--- src/rtl/maxnet_pkg.sv ---
// Shared constants and types for the MaxNet activation update stage.
package maxnet_pkg;

  localparam int X_W      = 5;
  localparam int ACC_W    = 12;
  localparam int FRAC     = 3;
  localparam int PU_LAT   = 2;
  localparam int ITER_W   = 6;
  localparam int MAX_ITER = 40;
  localparam int N        = 4;

  // Largest activation representable in the signed X_W-bit bank
  localparam int X_MAX    = (1 << (X_W - 1)) - 1;

  // Wait counter sized to hold 0..PU_LAT
  localparam int WAIT_W   = $clog2(PU_LAT + 1);

  typedef enum logic [1:0] {
    ST_IDLE   = 2'd0,
    ST_WAIT   = 2'd1,
    ST_UPDATE = 2'd2,
    ST_DONE   = 2'd3
  } state_t;

endpackage

--- src/rtl/maxnet_update_if.sv ---
// Bus between the MaxNet update stage and its environment (start/load,
// PU results in, activation bank and status out). The timeout line exists
// only when MAXNET_TIMEOUT_EN is defined.
interface maxnet_update_if;
  import maxnet_pkg::*;

  logic                    start;
  logic signed [X_W-1:0]   x0_in, x1_in, x2_in, x3_in;
  logic signed [ACC_W-1:0] pu_out0, pu_out1, pu_out2, pu_out3;
  logic signed [X_W-1:0]   x0, x1, x2, x3;
  logic                    busy;
  logic                    done;
  logic [1:0]              winner;
  logic                    winner_valid;
  logic [ITER_W-1:0]       iter_cnt;
`ifdef MAXNET_TIMEOUT_EN
  logic                    timeout;
`endif

  modport master (
    output start, x0_in, x1_in, x2_in, x3_in,
    output pu_out0, pu_out1, pu_out2, pu_out3,
    input  x0, x1, x2, x3, busy, done, winner, winner_valid, iter_cnt
`ifdef MAXNET_TIMEOUT_EN
    , input timeout
`endif
  );

  modport slave (
    input  start, x0_in, x1_in, x2_in, x3_in,
    input  pu_out0, pu_out1, pu_out2, pu_out3,
    output x0, x1, x2, x3, busy, done, winner, winner_valid, iter_cnt
`ifdef MAXNET_TIMEOUT_EN
    , output timeout
`endif
  );

endinterface

--- src/rtl/maxnet_relu_sat.sv ---
// Folds one PU sum back to an activation: ReLU, drop FRAC fraction bits
// (truncating), then clamp to the largest positive activation.
module maxnet_relu_sat
  import maxnet_pkg::*;
(
  input  logic signed [ACC_W-1:0] s_i,
  output logic signed [X_W-1:0]   x_o
);

  localparam logic signed [ACC_W-1:0] SAT_ACC = ACC_W'(X_MAX);
  localparam logic signed [X_W-1:0]   SAT_X   = X_W'(X_MAX);

  function automatic logic signed [X_W-1:0] relu_sat(input logic signed [ACC_W-1:0] s);
    logic signed [ACC_W-1:0] q;
    q = s >>> FRAC;
    if (s <= 0)
      return '0;
    else if (q > SAT_ACC)
      return SAT_X;
    else
      return q[X_W-1:0];
  endfunction

  // Purely combinational activation function
  always_comb begin
    x_o = relu_sat(s_i);
  end

endmodule

--- src/rtl/maxnet_update.sv ---
// MaxNet activation bank and iteration controller. Loads x on start, waits
// PU_LAT cycles for the PUs, folds the sums back into x, and repeats until
// at most one neuron remains nonzero. Optional iteration cap and timeout
// flag are enabled by defining MAXNET_TIMEOUT_EN.
module maxnet_update
  import maxnet_pkg::*;
(
  input logic            clk,
  input logic            rst,
  maxnet_update_if.slave bus
);

  localparam logic [WAIT_W-1:0] WAIT_LAST = WAIT_W'(PU_LAT - 1);

  state_t                  state_q;
  logic [WAIT_W-1:0]       wcnt_q;
  logic signed [X_W-1:0]   x_q [N];
  logic [ITER_W-1:0]       iter_q;
  logic                    busy_q;
  logic                    done_q;
  logic [1:0]              winner_q;
  logic                    wvld_q;
`ifdef MAXNET_TIMEOUT_EN
  logic                    timeout_q;
`endif

  logic signed [X_W-1:0]   x_in [N];
  logic signed [ACC_W-1:0] pu   [N];
  logic signed [X_W-1:0]   x_d  [N];
  logic [2:0]              nz_cnt;
  logic [1:0]              win_idx;
  logic [ITER_W-1:0]       iter_d;
  logic                    converged;

  // Gather the scalar bus lanes into arrays
  always_comb begin
    x_in[0] = bus.x0_in;
    x_in[1] = bus.x1_in;
    x_in[2] = bus.x2_in;
    x_in[3] = bus.x3_in;
    pu[0]   = bus.pu_out0;
    pu[1]   = bus.pu_out1;
    pu[2]   = bus.pu_out2;
    pu[3]   = bus.pu_out3;
  end

  for (genvar g = 0; g < N; g++) begin : g_relu
    maxnet_relu_sat u_relu (
      .s_i (pu[g]),
      .x_o (x_d[g])
    );
  end

  // Survivor count and winner index of the candidate next activations
  always_comb begin
    nz_cnt  = '0;
    win_idx = '0;
    for (int i = 0; i < N; i++) begin
      if (x_d[i] != '0) begin
        nz_cnt  = nz_cnt + 3'd1;
        win_idx = 2'(i);
      end
    end
    converged = (nz_cnt <= 3'd1);
    iter_d    = (&iter_q) ? iter_q : iter_q + 1'b1;
  end

  // Iteration FSM with registered bank and status outputs
  always_ff @(posedge clk or posedge rst) begin
    if (rst) begin
      state_q  <= ST_IDLE;
      wcnt_q   <= '0;
      for (int i = 0; i < N; i++) x_q[i] <= '0;
      iter_q   <= '0;
      busy_q   <= 1'b0;
      done_q   <= 1'b0;
      winner_q <= '0;
      wvld_q   <= 1'b0;
`ifdef MAXNET_TIMEOUT_EN
      timeout_q <= 1'b0;
`endif
    end else begin
      case (state_q)
        ST_IDLE, ST_DONE: begin
          if (bus.start) begin
            for (int i = 0; i < N; i++) x_q[i] <= x_in[i];
            iter_q  <= '0;
            done_q  <= 1'b0;
            wvld_q  <= 1'b0;
            busy_q  <= 1'b1;
            wcnt_q  <= '0;
`ifdef MAXNET_TIMEOUT_EN
            timeout_q <= 1'b0;
`endif
            state_q <= ST_WAIT;
          end
        end
        ST_WAIT: begin
          if (wcnt_q == WAIT_LAST) begin
            wcnt_q  <= '0;
            state_q <= ST_UPDATE;
          end else begin
            wcnt_q  <= wcnt_q + 1'b1;
          end
        end
        ST_UPDATE: begin
          for (int i = 0; i < N; i++) x_q[i] <= x_d[i];
          iter_q <= iter_d;
          if (converged) begin
            state_q  <= ST_DONE;
            done_q   <= 1'b1;
            busy_q   <= 1'b0;
            wvld_q   <= (nz_cnt == 3'd1);
            winner_q <= (nz_cnt == 3'd1) ? win_idx : 2'd0;
`ifdef MAXNET_TIMEOUT_EN
          end else if (({1'b0, iter_q} + 1'b1) == (ITER_W + 1)'(MAX_ITER)) begin
            state_q   <= ST_DONE;
            done_q    <= 1'b1;
            busy_q    <= 1'b0;
            wvld_q    <= 1'b0;
            winner_q  <= 2'd0;
            timeout_q <= 1'b1;
`endif
          end else begin
            state_q <= ST_WAIT;
          end
        end
        default: state_q <= ST_IDLE;
      endcase
    end
  end

  assign bus.x0           = x_q[0];
  assign bus.x1           = x_q[1];
  assign bus.x2           = x_q[2];
  assign bus.x3           = x_q[3];
  assign bus.busy         = busy_q;
  assign bus.done         = done_q;
  assign bus.winner       = winner_q;
  assign bus.winner_valid = wvld_q;
  assign bus.iter_cnt     = iter_q;
`ifdef MAXNET_TIMEOUT_EN
  assign bus.timeout      = timeout_q;
`endif

endmodule

--- src/flat_wrapper.sv ---
// flat-port wrapper written by rule: the top's interface ports become plain ports
module maxnet_update_flat import maxnet_pkg::*;
  (clk, rst, bus_start, bus_x0_in, bus_x1_in, bus_x2_in, bus_x3_in, bus_pu_out0, bus_pu_out1, bus_pu_out2, bus_pu_out3, bus_x0, bus_x1, bus_x2, bus_x3, bus_busy, bus_done, bus_winner, bus_winner_valid, bus_iter_cnt);
  maxnet_update_if bus_i ();
  input logic clk;
  input logic rst;
  input wire logic [$bits(bus_i.start)-1:0] bus_start;
  input wire logic [$bits(bus_i.x0_in)-1:0] bus_x0_in;
  input wire logic [$bits(bus_i.x1_in)-1:0] bus_x1_in;
  input wire logic [$bits(bus_i.x2_in)-1:0] bus_x2_in;
  input wire logic [$bits(bus_i.x3_in)-1:0] bus_x3_in;
  input wire logic [$bits(bus_i.pu_out0)-1:0] bus_pu_out0;
  input wire logic [$bits(bus_i.pu_out1)-1:0] bus_pu_out1;
  input wire logic [$bits(bus_i.pu_out2)-1:0] bus_pu_out2;
  input wire logic [$bits(bus_i.pu_out3)-1:0] bus_pu_out3;
  output wire logic [$bits(bus_i.x0)-1:0] bus_x0;
  output wire logic [$bits(bus_i.x1)-1:0] bus_x1;
  output wire logic [$bits(bus_i.x2)-1:0] bus_x2;
  output wire logic [$bits(bus_i.x3)-1:0] bus_x3;
  output wire logic [$bits(bus_i.busy)-1:0] bus_busy;
  output wire logic [$bits(bus_i.done)-1:0] bus_done;
  output wire logic [$bits(bus_i.winner)-1:0] bus_winner;
  output wire logic [$bits(bus_i.winner_valid)-1:0] bus_winner_valid;
  output wire logic [$bits(bus_i.iter_cnt)-1:0] bus_iter_cnt;
  assign bus_i.start = bus_start;
  assign bus_i.x0_in = bus_x0_in;
  assign bus_i.x1_in = bus_x1_in;
  assign bus_i.x2_in = bus_x2_in;
  assign bus_i.x3_in = bus_x3_in;
  assign bus_i.pu_out0 = bus_pu_out0;
  assign bus_i.pu_out1 = bus_pu_out1;
  assign bus_i.pu_out2 = bus_pu_out2;
  assign bus_i.pu_out3 = bus_pu_out3;
  assign bus_x0 = bus_i.x0;
  assign bus_x1 = bus_i.x1;
  assign bus_x2 = bus_i.x2;
  assign bus_x3 = bus_i.x3;
  assign bus_busy = bus_i.busy;
  assign bus_done = bus_i.done;
  assign bus_winner = bus_i.winner;
  assign bus_winner_valid = bus_i.winner_valid;
  assign bus_iter_cnt = bus_i.iter_cnt;
  maxnet_update u_core (.clk(clk), .rst(rst), .bus(bus_i));
endmodule
--- config.mk ---
export PLATFORM = sky130hd
export DESIGN_NAME = maxnet_update_flat
export DESIGN_NICKNAME = d
export VERILOG_FILES = /design/src/rtl/maxnet_pkg.sv /design/src/rtl/maxnet_update_if.sv /design/src/rtl/maxnet_relu_sat.sv /design/src/rtl/maxnet_update.sv /design/src/flat_wrapper.sv
export SDC_FILE = /design/constraint.sdc
export NUM_CORES = 1
export LEC_CHECK = 0
export CAP_MARGIN = 20
export CORE_ASPECT_RATIO = 1.25
export CORE_MARGIN = 1.5
export CORE_UTILIZATION = 45
export CTS_BUF_LIST = sky130_fd_sc_hd__clkbuf_2
export DETAILED_ROUTE_END_ITERATION = 12
export PLACE_DENSITY = 0.88
export SYNTH_ARGS = -nofsm -noshare
export SYNTH_HDL_FRONTEND = slang
export SYNTH_SLANG_ARGS = --single-unit
--- constraint.sdc ---
create_clock -name clk -period 4.28 [get_ports clk]
set_input_delay 0.856 -clock clk [delete_from_list [all_inputs] [get_ports clk]]
set_output_delay 0.856 -clock clk [all_outputs]
set_load 0.01 [all_outputs]
* Yosys cells after proc, flatten, opt, wreduce, memory -nomap -nowiden
Index checks and enable logic that the tools add are counted.
W data, S select, Z words.
** Operators by class
- Add/subtract/negate cells :: 5
- Order comparisons :: 9
- Equal/unequal tests :: 9
- Muxes and demuxes :: 36
- Reductions and logical operators :: 15
** Operators with widths (number)
- $le A12 B1 Y1 const B :: 4
- $mux W5 :: 8
- $pmux W20 S2 :: 1
- $gt A9 B5 Y1 const B :: 4
- $mux W20 :: 1
- $reduce_bool A5 Y1 :: 4
- $mux W2 :: 8
- $mux W6 :: 2
- $pmux W6 S2 :: 1
- $mux W3 :: 3
- $reduce_and A2 Y1 :: 4
- $mux W1 :: 7
- $add A3 B1 Y3 const B :: 2
- $add A6 B1 Y6 const B :: 1
- $pmux W1 S2 :: 3
- $pmux W2 S3 :: 1
- $reduce_and A3 Y1 :: 2
- $reduce_and A6 Y1 :: 1
- $eq A2 B1 Y1 const B :: 2
- $eq A2 B2 Y1 const B :: 2
- $ne A2 B1 Y1 const B :: 2
- $ne A2 B2 Y1 const B :: 2
- $pmux W2 S2 :: 1
- $reduce_bool A2 Y1 :: 2
- 6 further kinds :: 6
** Storage, ports and cells
- Register bits after elaboration :: 35
- Input bits :: 71
- Output and inout port bits :: 31
- Word-level logic and storage cells :: 85

* Longest topological paths before layout
Gate-level depths: netlist of the first run.
- Depth after elaboration :: 14
- Depth in mapped cells :: 14
- Mapped depth without buffers :: 14

* Hierarchy
Synthesis of the first run repeated with hierarchy kept, for this count alone.
** Second synthesis, totals
- Cell total of the unflattened synthesis :: 248
- Area total of the unflattened synthesis :: 2184.6 um2
** By module, submodules not included
- maxnet_update :: times used 1, cells an instance 204, area each 1949.4 um2, sequential area each 875.8 um2
- maxnet_relu_sat :: times used 4, cells an instance 11, area each 58.8 um2, sequential area each 0.0 um2

* Worst setup path after synthesis of the first run
No wires, ideal clock.
- Path type :: input to register
- From :: in bus_pu_out1[10]
- To :: reg u_core.winner_q[1] (netlist: u_core.bus.winner[1])
- Library setup time :: 0.125 ns
- Arrival :: 3.783 ns
- Required time :: 4.155 ns
- Slack :: 0.372 ns
- Cell stages on the path :: 11
- Buffers on the path :: 0
- Path through :: or4_1 o31ai_1 ha_1 xnor2_1 inv_1 ha_1 nor3b_1 o21ai_0 mux2_2 a21oi_2 mux2_2
** On the way
- Word-level cells in the longest chain between the ends :: 11
- Elaborated cells on any way between the ends :: 14
- Those cells by class :: add/sub: 2; order compare: 3; eq/ne: 1; mux: 6; reduce/logical: 2
** RTL lines
- start: declaration :: RTL line flat_wrapper.sv:13 : input wire logic [$bits(bus_i.pu_out1)-1:0] bus_pu_out1;
- $gt A9 B5 Y1 :: RTL line maxnet_relu_sat.sv:18 : else if (q > SAT_ACC)
- $mux W5 :: RTL line maxnet_relu_sat.sv:18
- $mux W5 (*) :: RTL line maxnet_relu_sat.sv:16 : if (s <= 0)
- $reduce_bool A5 Y1 (*) :: RTL line maxnet_update.sv:59 : if (x_d[i] != '0) begin
- $mux W3 (*) :: RTL line maxnet_update.sv:59
- $add A3 B1 Y3 :: RTL line maxnet_update.sv:60 : nz_cnt = nz_cnt + 3'd1;
- $mux W3 (*) :: RTL line maxnet_update.sv:59
- $add A3 B1 Y3 :: RTL line maxnet_update.sv:60
- $mux W3 (*) :: RTL line maxnet_update.sv:59
- $le A3 B1 Y1 / $eq A3 B1 Y1 (equally long branches) :: RTL line maxnet_update.sv:64, maxnet_update.sv:114
- $reduce_and A2 Y1 (no line) / $mux W2 (equally long branches)
- end signal: assignment :: RTL line maxnet_update.sv:114 : winner_q <= (nz_cnt == 3'd1) ? win_idx : 2'd0;
- end: declaration :: RTL line maxnet_update.sv:21 : logic [1:0] winner_q;
Mark *: on every way between the ends. The rest lies on a longest branch, timed or not.
A chain may end at the register's enable or synchronous reset.

* Final worst setup path of the first run
- From :: in bus_pu_out1[10]
- To :: reg u_core.state_q[1]
** On the way
- Word-level cells in the longest chain between the ends :: 12
- Elaborated cells on any way between the ends :: 13
- Those cells by class :: add/sub: 2; order compare: 3; mux: 7; reduce/logical: 1
** RTL lines
- $gt A9 B5 Y1 :: RTL line maxnet_relu_sat.sv:18
- $mux W5 :: RTL line maxnet_relu_sat.sv:18
- $mux W5 (*) :: RTL line maxnet_relu_sat.sv:16
- $reduce_bool A5 Y1 (*) :: RTL line maxnet_update.sv:59
- $mux W3 (*) :: RTL line maxnet_update.sv:59
- $add A3 B1 Y3 :: RTL line maxnet_update.sv:60
- $mux W3 (*) :: RTL line maxnet_update.sv:59
- $add A3 B1 Y3 :: RTL line maxnet_update.sv:60
- $mux W3 (*) :: RTL line maxnet_update.sv:59
- $le A3 B1 Y1 (*) :: RTL line maxnet_update.sv:64 : converged = (nz_cnt <= 3'd1);
- $mux W2 (*) :: RTL line maxnet_update.sv:109 : if (converged) begin
- $pmux W2 S3 (*) :: RTL line maxnet_update.sv:83 : case (state_q)
- end signal: assignment :: RTL line maxnet_update.sv:71 : state_q <= ST_IDLE;
- end signal: assignment :: RTL line maxnet_update.sv:95 : state_q <= ST_WAIT;
- end signal: assignment :: RTL line maxnet_update.sv:110 : state_q <= ST_DONE;
- end: declaration :: RTL line maxnet_update.sv:15 : state_t state_q;
Marked as above.

==> flow_metrics.env, run 1 <==
export IMPL_dr_total_vias=2045
export IMPL_synth_top_family_by_area="simple AND/OR/NAND/NOR gates"
export IMPL_clk_pin_slew_ns=0.19
export IMPL_ys_ff_latch=35
export IMPL_cts_tree="done"
export IMPL_clock_root_buffer="clkbuf_2"
export IMPL_dr_pass1_iters=4
export IMPL_final_common_cell="clkdlybuf4s50_1"
export IMPL_crit_path_start_kind="input port"
export IMPL_setup_viol=0
export IMPL_async_reset_ff_share_pct=100
export IMPL_crit_type="input port to flip-flop"
export IMPL_post_drt_wl_per_cell_um=13.0
export IMPL_path_cells="clkdlybuf4s50_1 > or4_1 > o31ai_1 > buf_4 > ha_1 > xnor2_1 > inv_1 > ha_1 > nor3b_1 > o21ai_0 > mux2_2 > a21oi_2 > buf_4 > nor2_1 > o31ai_1"
export IMPL_synth_cell_types=37
export IMPL_hpwl_um=3860
export IMPL_boundaryPins=102
export IMPL_crit_required_ns=4.57
export IMPL_initial_utilization_pct=46.6
export IMPL_critPathMaxStageDelay_ns=0.56
export IMPL_antenna_found_initial=0
export IMPL_drive_above_1_share_pct=6.82
export IMPL_critPathBufInv=4
export IMPL_die_area_mm2=0.00496
export IMPL_end_kind="flip-flop"
export IMPL_slew_violations=0
export IMPL_cp_slowest_cell="or4_1"
export IMPL_hp_class="flip-flop to flip-flop"
export IMPL_postCtsHoldBufs=0
export IMPL_pre_cts_ws_ns=-0.0941
export IMPL_antenna_left=0
export IMPL_crit_family="buffers and inverters"
export IMPL_areaGrowthSynthToFinish_pct=50.9
export IMPL_synth_cells=244
export IMPL_cts_buffer_depth=2
export IMPL_synth_top_flop_cell="dfrtp_1"
export IMPL_drt_iter0_markers=126
export IMPL_status="finished clean"
export IMPL_power_density_mw_per_mm2=512
export IMPL_viasPerCell=5.18
export IMPL_numCtsBuffers=5
export IMPL_h_tree_depth=2
export IMPL_cp_arrival_ns=4.32
export IMPL_core_mm2=0.00439
export IMPL_cap_violations=0
export IMPL_layout_setup_ws_ns=0.250
export IMPL_grt_setup_unrepaired="false"
export IMPL_path_max_fanout=4
export IMPL_worst_clock_skew_ns=0.0149
export IMPL_synthMuxAreaShare_pct=3.12
export IMPL_final_util_pct=70.3
export IMPL_grt_pass1_wl_um=8640
export IMPL_fill_cells=361
export IMPL_worst_slew_pin_slew_ns=0.961
export IMPL_synth_simple_area_share_pct=23.0
export IMPL_cts_sinks=35
export IMPL_synth_cell_area_mm2=0.00204
export IMPL_die_w_um=63.3
export IMPL_cts_resized=0
export IMPL_cts_setup_buffers=0
export IMPL_synth_xor_area_share_pct=2.14
export IMPL_irDropWorstVdd_mv=0.248
export IMPL_regToRegSetupSlack_ns=1.48
export IMPL_worstSkewPairLatency_ns=0.38
export IMPL_final_hold_viol_count=0
export IMPL_grt_usage_pct=22.0
export IMPL_synthesis_nets=322
export IMPL_antenna_cells=0
export IMPL_fmax_mhz=248
export IMPL_die_h_um=78.4
export IMPL_dpl_cell_area_mm2=0.00302
export IMPL_synth_compound_area_share_pct=20.3
export IMPL_final_cell_mix="clkdlybuf4s50_1, nor2_1, dfrtp_1"
export IMPL_p_leak_nw=1.29
export IMPL_max_slew_margin_pct=35.5
export IMPL_fin_area_mm2=0.00309
export IMPL_grt_pass1_vias=1975
export IMPL_min_period_ns=4.03
export IMPL_row_count=27
export IMPL_synth_warnings=0
export IMPL_avgSynthCellArea_um2=8.38
export IMPL_port_buffers=89
export IMPL_yosys_area_share_adder_pct=4.28
export IMPL_fin_nets=414
export IMPL_overflow=0
export IMPL_worst_hold_slack_ns=0.490
export IMPL_routed_wl_um=5140
export IMPL_ys_seq_area_share_pct=42.8
export IMPL_drc=0
export IMPL_place_congestion=0.836
export IMPL_period_share_pct=94.1
export IMPL_synth_edf_count=0
export IMPL_grt_start_max_net_pins=37
-- stage by stage --
| stage | total power, mW | instances | TNS (ns) |
|---|---|---|---|
| after floorplan | 1.00 | 244 | 0 |
| after global placement | 1.36 | 387 | -0.103 |
| after detailed placement | 1.39 | 387 | -0.288 |
| after CTS | 1.59 | 395 | 0 |
| after global routing | 1.71 | 395 | 0 |
| final | 1.58 | 395 | 0 |
-- Yosys cell counts (all sizes together) (2+ instances only) --
master | n | area [um2]
dfrtp | 35 | 876
nor2 | 35 | 131
a21oi | 30 | 154
nand2 | 26 | 97.6
o21ai | 17 | 85.1
nor3 | 15 | 75.1
clkbuf | 11 | 41.3
inv | 10 | 37.5
ha | 7 | 87.6
nand3 | 6 | 30.0
a31oi | 5 | 31.3
or4 | 5 | 37.5
xnor2 | 4 | 35.0
a21o | 3 | 22.5
mux2 | 3 | 33.8
mux2i | 3 | 30.0
nand3b | 3 | 22.5
o211ai | 3 | 22.5
and2 | 2 | 12.5
nand2b | 2 | 12.5
nor4 | 2 | 25.0
o21a | 2 | 15.0
o31ai | 2 | 15.0
-- flip-flops by register name, summed over array words and instances, names as in the netlist --
register and flops:
u_core.bus.iter_cnt 6, u_core.bus.x0 5, u_core.bus.x1 5, u_core.bus.x2 5, u_core.bus.x3 5, u_core.bus.winner 2, u_core.state_q 2, u_core.wcnt_q 2
u_core.bus.busy 1, u_core.bus.done 1, u_core.bus.winner_valid 1
-- worst register-to-register path, cell delays in order, from the launching register on --
cell	delay, ns
dfrtp_1	0.45
inv_1	0.07
ha_1	0.43
clkinv_1	0.89
a21oi_2	0.44
buf_4	0.18
nor2_1	0.04
o31ai_1	0.22
-- layer usage --
layer	track usage [%]	vias to the layer above	share of wire, %
met3	4.87	4	5.7
met1	24.3	929	41
li1	-	1039	-
met5	0	-	0
met4	9.35	0	1.1
met2	40.2	73	52
-- layout make-up --
cell class / instances / area (um2) / share of cell area (%)
Clock inverter: 3 / 38.8 / 1.26
Inverter: 11 / 41.3 / 1.34
Multi-Input combinational cell: 186 / 1080 / 35.0
Clock buffer: 5 / 25.0 / 0.811
Timing Repair Buffer: 97 / 951 / 30.8
Tap cell: 58 / 72.6 / 2.35
Sequential cell: 35 / 876 / 28.4
-- report_power, final --
group          switching, mW  total [mW]  internal [mW]
registers             0.0787       0.543          0.464
logic                  0.410       0.829          0.420
clock network          0.113       0.209         0.0962
-- final timing paths --
| kind | from | depth (start not counted) | endpoint |
|---|---|---|---|
| worst min register to register | u_core.bus.x1[4] | 2 | u_core.bus.x1[4] |
| min in group asynchronous | rst | 3 | u_core.bus.iter_cnt[0] |
| worst max-delay path | bus_pu_out1[10] | 15 | u_core.state_q[1] |
| max in group asynchronous | rst | 3 | u_core.bus.x2[2] |
| worst min-delay path | u_core.bus.x1[4] | 2 | u_core.bus.x1[4] |
| worst max register to register | u_core.state_q[0] | 7 | u_core.state_q[1] |
-- kinds of logic (layout without fill, tap and decap cells) --
family	Yosys count	after routing
buf+inv	23	116
simple gates	100	100
mux	6	6
fa+ha+maj	7	7
xor+xnor	5	5
flops	35	35
compound gates	68	68
Note: power is estimated with default switching activity, not from simulation.
==> run 2, diff against run 1 <==
--- a/config.mk
+++ b/config.mk
@@ -11,7 +11,8 @@
 export CORE_UTILIZATION = 45
 export CTS_BUF_LIST = sky130_fd_sc_hd__clkbuf_2
 export DETAILED_ROUTE_END_ITERATION = 12
-export PLACE_DENSITY = 0.88
+export PLACE_DENSITY = 0.91
+export SKIP_CTS_REPAIR_TIMING = 1
 export SYNTH_ARGS = -nofsm -noshare
 export SYNTH_HDL_FRONTEND = slang
 export SYNTH_SLANG_ARGS = --single-unit
==> run 2 against run 1 <==
- register-to-register slack better by 0.59 ns
- setup slack improved by 0.083 ns
- final cell count grew 0.51%
- flip-flop and latch count unchanged
- global-route usage down 0.87 points
- sequential share of layout area decreased by 0.14 points
- routed wire length rose by 1.3%
- largest cell class unchanged
- largest power group unchanged
==> flow_metrics.env, run 2 (synthesized netlist as in run 1, its figures left out) <==
export IMPL_status="finished clean"
export IMPL_holdPathEnd="u_core.bus.x1[4]"
export IMPL_worst_hold_path_num_cells=2
export IMPL_port_buffers=89
export IMPL_cap_violations=0
export IMPL_cts_buffer_depth=2
export IMPL_cts_tree="done"
export IMPL_crit_type="input port to flip-flop"
export IMPL_end_kind="flip-flop"
export IMPL_grt_util_met3_pct=4.73
export IMPL_h_tree_depth=2
export IMPL_min_period_ns=3.95
export IMPL_multi_input_area_mm2=0.00108
export IMPL_hpwl_um=4010
export IMPL_antenna_cells=0
export IMPL_dr_pass1_iters=4
export IMPL_hp_class="flip-flop to flip-flop"
export IMPL_boundaryPins=102
export IMPL_clock_root_buffer="clkbuf_2"
export IMPL_grt_pass1_wl_um=8290
export IMPL_crit_path_start_kind="input port"
export IMPL_final_common_cell="clkdlybuf4s50_1"
export IMPL_worst_slew_pin_slew_ns=0.835
export IMPL_grt_start_max_net_pins=34
export IMPL_regToRegSetupSlack_ns=2.07
export IMPL_fin_nets=416
export IMPL_row_count=27
export IMPL_areaGrowthSynthToFinish_pct=51.7
export IMPL_antenna_found_initial=0
export IMPL_gr_usage_met2_pct=39.7
export IMPL_grt_usage_pct=21.1
export IMPL_final_hold_viol_count=0
export IMPL_slew_violations=0
export IMPL_max_slew_margin_pct=42.7
export IMPL_setup_tns_ns=0
export IMPL_cts_sinks=35
export IMPL_path_max_fanout=3
export IMPL_power_density_mw_per_mm2=518
export IMPL_final_util_pct=70.6
export IMPL_grt_setup_unrepaired="false"
export IMPL_p_total_mw=1.60
export IMPL_drc=0
export IMPL_overflow=0
export IMPL_irDropWorstVdd_mv=0.373
export IMPL_antenna_left=0
export IMPL_worst_clock_skew_ns=0.00483
export IMPL_top_usage_layer="met2"
export IMPL_post_drt_wl_per_cell_um=13.1
export IMPL_drt_iter0_markers=156
export IMPL_place_congestion=0.783
export IMPL_initial_utilization_pct=46.6
export IMPL_drive_above_1_share_pct=7.37
export IMPL_routed_wl_um=5210
export IMPL_largest_reg_flops=6
export IMPL_viasPerCell=5.34
export IMPL_grt_pass1_vias=1958
export IMPL_rr_worst_depth=7
export IMPL_worstSkewPairLatency_ns=0.39
export IMPL_crit_required_ns=4.62
export IMPL_hold_start="u_core.bus.x1[4]"
export IMPL_dr_total_vias=2121
export IMPL_period_share_pct=92.2
export IMPL_core_mm2=0.00439
export IMPL_p_leak_nw=1.30
export IMPL_die_h_um=78.4
export IMPL_die_area_mm2=0.00496
export IMPL_seq_area_um2=876
export IMPL_fill_cells=346
export IMPL_clk_pin_slew_ns=0.18
export IMPL_gr_usage_met1_pct=23.0
export IMPL_regToRegEndpoint="u_core.bus.x2[3]"
export IMPL_cp_arrival_ns=4.29
export IMPL_die_w_um=63.3
export IMPL_fmax_mhz=253
export IMPL_r2r_start="u_core.state_q[0]"
export IMPL_setup_viol=0
export IMPL_final_cell_mix="clkdlybuf4s50_1, nor2_1, dfrtp_1"
export IMPL_numCtsBuffers=5
## run 2: cell types whose count changed in the layout (fill, tap and decap cells not counted)
cell,delta
buf_4,+2
## run 2: metal layers
metal / vias up / routed length, um
li1: 1050 / -
met2: 70 / 2740
met4: 0 / 93
met5: - / 0
met3: 9 / 283
met1: 992 / 2090
## run 2: stage by stage
step	worst slack (ns)	hold WS, ns	instances	area [um2]
final	0.333	0.490	397	3100
after global routing	0.209	0.516	397	3100
after CTS	0.327	0.494	397	3100
after detailed placement	-0.0675	0.456	389	3040
after global placement	0.00282	0.448	389	3040
after floorplan	0.372	0.449	244	2040
## run 2: final cells by class
type / instances / share of cell area (%)
sequential: 35 / 28.2
clock buffer: 5 / 0.807
inverter: 11 / 1.33
multi-input combinational: 186 / 34.9
tap: 58 / 2.34
timing repair buffer: 99 / 31.2
clock inverter: 3 / 1.25
## run 2: where the power goes
group,switching (mW),internal (mW)
logic,0.420,0.429
clock network,0.113,0.0961
registers,0.0832,0.464
total,0.616,0.989
## run 2: worst max-delay path by stage
stage               cells after the start  slack [ns]                       to            start
floorplan                              11        0.37     u_core.bus.winner[1]  bus_pu_out1[10]
global placement                       14       0.003  u_core.bus.winner_valid  bus_pu_out1[10]
detailed placement                     14       -0.07  u_core.bus.winner_valid  bus_pu_out1[10]
CTS                                    14        0.33  u_core.bus.winner_valid  bus_pu_out1[10]
global route                           15        0.21  u_core.bus.winner_valid  bus_pu_out0[10]
finish                                 14        0.33  u_core.bus.winner_valid  bus_pu_out1[10]
## run 2: worst max-delay path: stages
cell,delay (ns)
clkdlybuf4s50_1,0.39
or4_1,0.57
o31ai_1,0.27
buf_4,0.16
ha_1,0.25
xnor2_1,0.22
inv_1,0.08
ha_1,0.29
nor3b_1,0.16
o21ai_0,0.10
mux2_2,0.30
and2_1,0.18
a2111o_1,0.38
nand2_1,0.07
==> run 3, diff against run 2 <==
--- a/config.mk
+++ b/config.mk
@@ -7,7 +7,6 @@
 export LEC_CHECK = 0
 export CAP_MARGIN = 20
 export CORE_ASPECT_RATIO = 1.25
-export CORE_MARGIN = 1.5
 export CORE_UTILIZATION = 45
 export CTS_BUF_LIST = sky130_fd_sc_hd__clkbuf_2
 export DETAILED_ROUTE_END_ITERATION = 12
==> run 3 against run 2 <==
- total power decreased by 0.94%
- die area decreased by 2.8%
- non-clock buffer count fell by 2
- core utilization decreased by 0.34 points
- global-route usage up 2.4 points
- routed wire length is 1.9% lower
==> flow_metrics.env, run 3 (synthesized netlist as in run 1, its figures left out) <==
export IMPL_status="finished clean"
export IMPL_final_cell_mix="clkdlybuf4s50_1, nor2_1, dfrtp_1"
export IMPL_grt_start_max_net_pins=36
export IMPL_r2r_start="u_core.state_q[0]"
export IMPL_clock_root_buffer="clkbuf_2"
export IMPL_antenna_left=0
export IMPL_die_area_mm2=0.00482
export IMPL_crit_path_start_kind="input port"
export IMPL_grt_setup_unrepaired="false"
export IMPL_max_slew_margin_pct=38.8
export IMPL_fin_nets=414
export IMPL_worstSkewPairLatency_ns=0.40
export IMPL_slew_violations=0
export IMPL_row_count=27
export IMPL_path_max_fanout=5
export IMPL_final_common_cell="clkdlybuf4s50_1"
export IMPL_core_mm2=0.00439
export IMPL_crit_required_ns=4.63
export IMPL_die_h_um=77.4
export IMPL_grt_pass1_wl_um=8960
export IMPL_die_w_um=62.3
export IMPL_power_density_mw_per_mm2=515
export IMPL_cts_buffer_depth=2
export IMPL_p_total_mw=1.59
export IMPL_drc=0
export IMPL_fmax_mhz=252
export IMPL_worst_clock_skew_ns=0.00455
export IMPL_grt_pass1_vias=2109
export IMPL_antenna_cells=0
export IMPL_cp_startpoint="bus_pu_out1[10]"
export IMPL_clk_pin_slew_ns=0.18
export IMPL_end_kind="flip-flop"
export IMPL_grt_usage_pct=23.5
export IMPL_p_leak_nw=1.28
export IMPL_crit_type="input port to flip-flop"
export IMPL_post_drt_wl_per_cell_um=12.9
export IMPL_boundaryPins=102
export IMPL_dr_pass1_iters=6
export IMPL_hpwl_um=3900
export IMPL_overflow=0
export IMPL_hold_start="u_core.bus.x3[4]"
export IMPL_dr_total_vias=2072
export IMPL_areaGrowthSynthToFinish_pct=50.9
export IMPL_cts_sinks=35
export IMPL_h_tree_depth=2
export IMPL_period_share_pct=92.7
export IMPL_viasPerCell=5.25
export IMPL_drive_above_1_share_pct=6.82
export IMPL_routed_wl_um=5110
export IMPL_final_util_pct=70.3
export IMPL_final_hold_viol_count=0
export IMPL_worst_slew_pin_slew_ns=0.893
export IMPL_place_congestion=0.809
export IMPL_setup_viol=0
export IMPL_antenna_found_initial=0
export IMPL_port_buffers=89
export IMPL_cp_arrival_ns=4.32
export IMPL_hp_class="flip-flop to flip-flop"
export IMPL_initial_utilization_pct=46.6
export IMPL_min_period_ns=3.97
export IMPL_largest_reg_flops=6
export IMPL_cap_violations=0
export IMPL_numCtsBuffers=5
export IMPL_irDropWorstVdd_mv=0.270
export IMPL_drt_iter0_markers=115
export IMPL_cts_tree="done"
-- run 3: cell types whose count changed in the layout (fill, tap and decap cells not counted) --
cell / previous run / this run
buf_4: 10 / 8
-- run 3: critical path, cell delays in order --
cell and delay [ns]:
clkdlybuf4s50_1 0.39, or4_1 0.57, o31ai_1 0.29, buf_4 0.17, ha_1 0.28, xnor2_1 0.22
inv_1 0.08, ha_1 0.29, nor3b_1 0.19, o21ai_0 0.11, mux2_2 0.29, and2_1 0.18
a2111o_1 0.37, nand2_1 0.06
-- run 3: power by group --
part	total, mW	switching, mW	internal [mW]
logic	0.831	0.411	0.420
clock network	0.213	0.117	0.0961
registers	0.546	0.0818	0.464
-- run 3: layout make-up --
class,instances,area [um2]
multi-input combinational,186,1080
tap,58,72.6
timing repair buffer,97,951
inverter,11,41.3
clock buffer,5,25.0
clock inverter,3,38.8
sequential,35,876
fill,354,1310
-- run 3: stage by stage --
| step | cells | hold slack (ns) | cell area [um2] | TNS (ns) | setup WS [ns] |
|---|---|---|---|---|---|
| after detailed placement | 387 | 0.456 | 3020 | -0.267 | -0.0878 |
| after floorplan | 244 | 0.449 | 2040 | 0 | 0.372 |
| after CTS | 395 | 0.495 | 3090 | 0 | 0.332 |
| after global routing | 395 | 0.528 | 3090 | 0 | 0.111 |
| final | 395 | 0.494 | 3090 | 0 | 0.313 |
| after global placement | 387 | 0.448 | 3020 | -0.109 | -0.0403 |
-- run 3: worst paths after layout --
kind                                                end  slack [ns]  depth (start not counted)
worst min-delay path                   u_core.bus.x3[4]        0.49                          2
max in group asynchronous              u_core.bus.x0[0]        3.14                          3
worst max register to register   u_core.bus.iter_cnt[5]        1.54                          8
worst max-delay path            u_core.bus.winner_valid        0.31                         14
worst min register to register         u_core.bus.x3[4]        0.49                          2
min in group asynchronous        u_core.bus.iter_cnt[0]        0.83                          3
-- run 3: layer usage --
metal,routed length (um),global-route usage [%],vias to the layer above
li1,-,-,1048
met5,0,0,-
met1,2100,26.1,949
met2,2610,42.0,63
met4,121,10.9,0
met3,282,5.74,12
